<file path="config.mk">
export PLATFORM = sky130hd
export DESIGN_NAME = sync_fifo
export DESIGN_NICKNAME = d
export VERILOG_FILES = /design/src/rtl/sync_fifo.sv
export SDC_FILE = /design/constraint.sdc
export NUM_CORES = 1
export LEC_CHECK = 0
export ABC_AREA = 1
export BUFFER_PORTS_ARGS = -buffer_cell sky130_fd_sc_hd__buf_2
export CAP_MARGIN = 10
export CORE_MARGIN = 4
export CORE_UTILIZATION = 45
export DETAILED_ROUTE_END_ITERATION = 16
export PLACE_DENSITY = 0.65
export SKIP_LAST_GASP = 1
export SYNTH_ARGS = -nofsm -noshare
export SYNTH_HDL_FRONTEND = slang
export SYNTH_SLANG_ARGS = --single-unit
</file>
<file path="constraint.sdc">
create_clock -name clk -period 1.72 [get_ports clk]
set_input_delay 0.344 -clock clk [delete_from_list [all_inputs] [get_ports clk]]
set_output_delay 0.344 -clock clk [all_outputs]
set_load 0.05 [all_outputs]
</file>
<file path="src/rtl/sync_fifo.sv">
// rtl/sync_fifo.sv - synchronous FIFO with occupancy count, watermarks and sticky error flags
// Define SYNC_FIFO_FWFT_EN for first-word-fall-through rdata; otherwise rdata is registered.
module sync_fifo #(
   parameter int DATA_WIDTH = 8,
   parameter int ADDR_SIZE  = 3,
   parameter int AF_LEVEL   = 6,
   parameter int AE_LEVEL   = 2
) (
   input  logic                  clk,
   input  logic                  rst,
   input  logic                  w_inc,
   input  logic [DATA_WIDTH-1:0] wdata,
   input  logic                  r_inc,
   input  logic                  clr_err,
   output logic [DATA_WIDTH-1:0] rdata,
   output logic                  full,
   output logic                  empty,
   output logic                  almost_full,
   output logic                  almost_empty,
   output logic [ADDR_SIZE:0]    count,
   output logic                  overflow,
   output logic                  underflow
);

   localparam int DEPTH = 1 << ADDR_SIZE;
   localparam logic [ADDR_SIZE:0] FULL_CNT = (ADDR_SIZE+1)'(DEPTH);
   localparam logic [ADDR_SIZE:0] AF_CNT   = (ADDR_SIZE+1)'(AF_LEVEL);
   localparam logic [ADDR_SIZE:0] AE_CNT   = (ADDR_SIZE+1)'(AE_LEVEL);
   localparam logic [ADDR_SIZE:0] ONE      = (ADDR_SIZE+1)'(1);

   logic [DATA_WIDTH-1:0] mem [DEPTH];
   logic [ADDR_SIZE:0]    wr_ptr;
   logic [ADDR_SIZE:0]    rd_ptr;
   logic                  wr_ok;
   logic                  rd_ok;

   // Status flags follow the registered count only, never the same-cycle requests.
   assign full         = (count == FULL_CNT);
   assign empty        = (count == '0);
   assign almost_full  = (count >= AF_CNT);
   assign almost_empty = (count <= AE_CNT);

   assign wr_ok = w_inc & ~full;
   assign rd_ok = r_inc & ~empty;

   always_ff @(posedge clk) begin
      if (wr_ok && !rst) begin
         mem[wr_ptr[ADDR_SIZE-1:0]] <= wdata;
      end
   end

   always_ff @(posedge clk) begin
      if (rst) begin
         wr_ptr    <= '0;
         rd_ptr    <= '0;
         count     <= '0;
         overflow  <= 1'b0;
         underflow <= 1'b0;
      end else begin
         if (wr_ok) wr_ptr <= wr_ptr + ONE;
         if (rd_ok) rd_ptr <= rd_ptr + ONE;
         case ({wr_ok, rd_ok})
            2'b10:   count <= count + ONE;
            2'b01:   count <= count - ONE;
            default: count <= count;
         endcase
         // A new error in the same cycle as clr_err keeps the flag set.
         if (w_inc && full)  overflow <= 1'b1;
         else if (clr_err)   overflow <= 1'b0;
         if (r_inc && empty) underflow <= 1'b1;
         else if (clr_err)   underflow <= 1'b0;
      end
   end

`ifdef SYNC_FIFO_FWFT_EN
   assign rdata = mem[rd_ptr[ADDR_SIZE-1:0]];
`else
   always_ff @(posedge clk) begin
      if (rst) begin
         rdata <= '0;
      end else if (rd_ok) begin
         rdata <= mem[rd_ptr[ADDR_SIZE-1:0]];
      end
   end
`endif

endmodule

</file>
# Word level (Yosys, flattened, before mapping)
# Memories as Yosys holds them, arrays and structs flattened. A register that Yosys moved wholly into a read port is not among the register bits.
# Index checks and enable logic that the tools add are counted.
# totals
register_bits	14
latchBits	0
ramBits	64
rom_bits	0
input_bits	13
memories	1
# classes
addsub	4
multipliers	0
n_div	0
order_cmp	2
eq_ne	3
n_shift	0
mux	6
bitwise_logic	4
reduce_logical	8
# memory_table
name	depth	word_bits	read_ports	rd_clocked_by_memory_dff	wr	line_no	source
mem	8	8	1	1	1	31	logic [DATA_WIDTH-1:0] mem [DEPTH];
# ops
operator	n
adder 4 x 1 -> 4 bit (second input constant)	3
one-hot mux 4 bit (2 select lines)	1
nonzero test 2 bit	3
two-way mux 1 bit	5
== test 4 bit (second input constant)	1
greater-or-equal comparator 4 x 3 -> 1 bit (second input constant)	1
less-or-equal comparator 4 x 2 -> 1 bit (second input constant)	1
logical NOT 4 bit	1
subtractor 4 x 1 -> 4 bit (second input constant)	1
logical AND 1 bit	3
bitwise AND 1 bit	2
== test 2 x 1 -> 1 bit (second input constant)	1
== test 2 bit (second input constant)	1
NOT 1 bit	2
logical NOT 1 bit	1

# Longest topological paths before layout
# logic_depth
depth_word	6
ltp_mapped	14

# Least setup slack after synthesis
# Ideal clock, no wire load.
# synth_timing
path_type	register to output
start	register count[2]
end	output almost_full
arrival_time_ns	1.957
required_time_ns	1.376
setup_slack_ns	-0.581
stages_incl_launch_ff	3
n_path_buf	0
cell_sequence	dfxtp_1 inv_1 o21ai_0
# synth_via
elab_chain_cells	1
# synth_rtl
item	line_no	source
start: declaration	20	output logic [ADDR_SIZE:0] count,
start signal: assignment	63	2'b10: count <= count + ONE;
start signal: assignment	64	2'b01: count <= count - ONE;
start signal: assignment	65	default: count <= count;
greater-or-equal comparator 4 x 3 -> 1 bit	40	assign almost_full = (count >= AF_CNT);
end: declaration	18	output logic almost_full,
# No other way between the ends.

# Final worst setup path
# layout_timing
start	register count[3]
end	output empty
# layout_via
elab_chain_cells	1
# layout_rtl
item	line_no	source
logical NOT 4 bit	39	assign empty = (count == '0);
end: declaration	17	output logic empty,
# No other way between the ends.

==> flow_metrics.tcl <==
set metrics [dict create \
    status "completed" \
    wl_um 7950 \
    die_h_um 98.9 \
    hold_path_class "in2reg" \
    start_kind "flip-flop" \
    syn_avg_cell_area_um2 9.67 \
    cp.buffers_inverters 3 \
    worstRegToRegCells 13 \
    arrival_ps 1380 \
    initial_core_util_pct 47.1 \
    crit_cells 5 \
    cts.sinks 84 \
    endpoint_kind "output pin" \
    slew_headroom_pct 75.0 \
    syn-num-nets 402 \
    core_area_mm2 0.00789 \
    ys_seq_area_share_pct 62.5 \
    drtAntennaViolNets 0 \
    grt_pass1_vias 2477 \
    crit_slowest_cell "dfxtp_4" \
    critPathKind "reg2out" \
    port_buffers 30 \
    cts_made_buffers 9 \
    ys_seq_elements 84 \
    pin_count 31 \
    fin_setup_tns_ps 0 \
    max_stage_delay_ps 370 \
    yosysWarnings 0 \
    finClkSkew_ps 12.6 \
    finalHoldViolCount 0 \
    fin_crit_sh_pct 100 \
    drt_iter0_drc 218 \
    fp.dieW_um 98.9 \
    h-tree-depth 3 \
    root_buffer "clkbuf_8" \
    dr.pass1.iters 4 \
    worstPathRequired_ps 1380 \
    nNetsFinal 455 \
    path_clk_slew_ps 90 \
    antenna_cells 0 \
    hold_buffers 0 \
    synth.distinct_cells 26 \
    cap_viol_max_count 0 \
    grt_pass1_wl_um 12600 \
    synth_area_mm2 0.00371 \
    grt_setup_unrepaired "true" \
    vias 2674 \
    track_usage_pct 16.8 \
    leakage_uw 0.00195 \
    power_density_mw_per_mm2 1460 \
    row_count 32 \
    min_path_cells 4 \
    setup_viol 0 \
    layout_min_cycle_time_ps 1720 \
    grt_max_degree 35 \
    insertion_delay_ps 360 \
    worst_slew_pin_slew_ps 373 \
    antenna_found_initial 0 \
    gp_congestion 0.775 \
    wl_per_cell_um 14.6 \
    fmax_ghz 0.582 \
    synthCells 384 \
    peakVddDrop_mv 0.553 \
    n_fill_cell 656 \
    viasPerCell 4.92 \
    syn2layout_area_growth_pct 18.9 \
    drcViolationCount 0 \
    crit_fanout 4 \
    die_area_mm2 0.00977 \
    hpwl_um 5200 \
    cts_tree "yes" \
    overflow 0 \
    maxSlewViolCount 0 \
    clockBufferDepth 2 \
    crit_family "buffers and inverters" \
    crit_chain "nor2_4 > nand2_2 > buf_4 > inv_1 > clkbuf_4" \
    drive_gt1_share_pct 22.6 \
    finalCoreUtilization_pct 56.0 \
]
## registers in the layout (all words and copies together), names as in the netlist
name	flops
mem	64
rdata	8
count	4
rd_ptr	3
wr_ptr	3
overflow	1
underflow	1
## area by class of cell
cell class | count | area, um^2 | area share, %
timing repair buffer | 56 | 377 | 8.53
sequential | 84 | 2340 | 52.9
tap | 102 | 128 | 2.89
clock inverter | 6 | 87.6 | 1.98
inverter | 71 | 277 | 6.26
clock buffer | 10 | 128 | 2.89
multi-input combinational | 215 | 1080 | 24.5
## per-stage QoR
stage	hold WS (ps)	power, uW	cells	area [um^2]	worst slack (ps)
after detailed placement	455	4840	525	4120	-24.8
after CTS	242	6350	541	4330	0.623
final	245	6460	544	4420	0.623
after floorplan	443	4320	384	3770	-32.1
after global routing	274	6820	544	4420	-73.2
after global placement	451	4800	525	4120	31.4
## worst register-to-register path: cells and delay by family (launching register included)
family	cells	cell delay (ps)
buffers and inverters	3	130
AOI/OAI and AO/OA	2	180
xor gates and xnor gates	1	120
adders and majority gates	2	340
and+or+nand+nor	5	460
DFF	1	370
## cell families (layout without fill, tap and decap cells)
group | after synthesis | in the layout | synth area share (%)
AND/OR/NAND/NOR | 178 | 178 | 20.7
adder cells (fa/ha/maj) | 5 | 5 | 1.68
AO/OA/AOI/OAI | 30 | 30 | 4.14
buffers and inverters | 85 | 143 | 10.5
XOR/XNOR | 2 | 2 | 0.472
flip-flops | 84 | 84 | 62.5
## final timing paths
path                to  startpoint  slack, ps
max              empty    count[3]        0.6
min          underflow     clr_err        250
max reg2reg   count[2]    count[3]         20
min reg2reg   rdata[3]    rdata[3]        460
## metal layers
metal	global-route usage (%)	vias up	wire, um
met5	0	-	0
met1	22.6	1266	3620
met3	2.97	16	327
met2	26.9	47	3850
li1	-	1345	-
met4	6.83	0	145
## where the power goes
part           internal (uW)  switching [uW]
combinational            757            1640
clock                    821             702
sequential              2380             150
total                   3960            2500
## what timing repair did
item / in CTS / in global routing
pin swaps: 0 / 10
setup buffers: 0 / 3
cloned: 0 / 0
resized for setup: 1 / 22
setup endpoints to repair: 1 / 29
## synth_stat cells
master	count	area share, %
nor3_2	1	0.27
a21oi_2	1	0.24
inv_1	66	6.7
buf_6	7	2.1
or2_4	1	0.24
dfxtp_1	20	11
a21oi_1	19	2.6
o21ai_0	10	1.3
buf_2	5	0.67
nand3_1	56	7.5
xnor2_1	2	0.47
inv_4	1	0.17
clkinv_1	1	0.10
nand3_2	1	0.27
inv_2	2	0.20
buf_4	1	0.20
nor3_1	1	0.13
nor2_1	8	0.81
clkbuf_1	1	0.10
nor2_2	2	0.34
nand2_2	2	0.34
and3_1	1	0.17
inv_6	1	0.24
edfxtp_1	64	52
ha_1	5	1.7
nand2_1	105	11
## layout by cell type (no fill, tap or decap), drive strengths merged
cell	Yosys	layout
o21ai	10	10
edfxtp	64	64
a21oi	20	20
or2	1	1
bufinv	0	2
ha	5	5
clkinv	1	4
nor2	10	10
clkbuf	1	11
inv	70	71
xnor2	2	2
nand2	107	107
and3	1	1
buf	13	55
nor3	2	2
dfxtp	20	20
nand3	57	57
(Power assumes the default switching activity.)
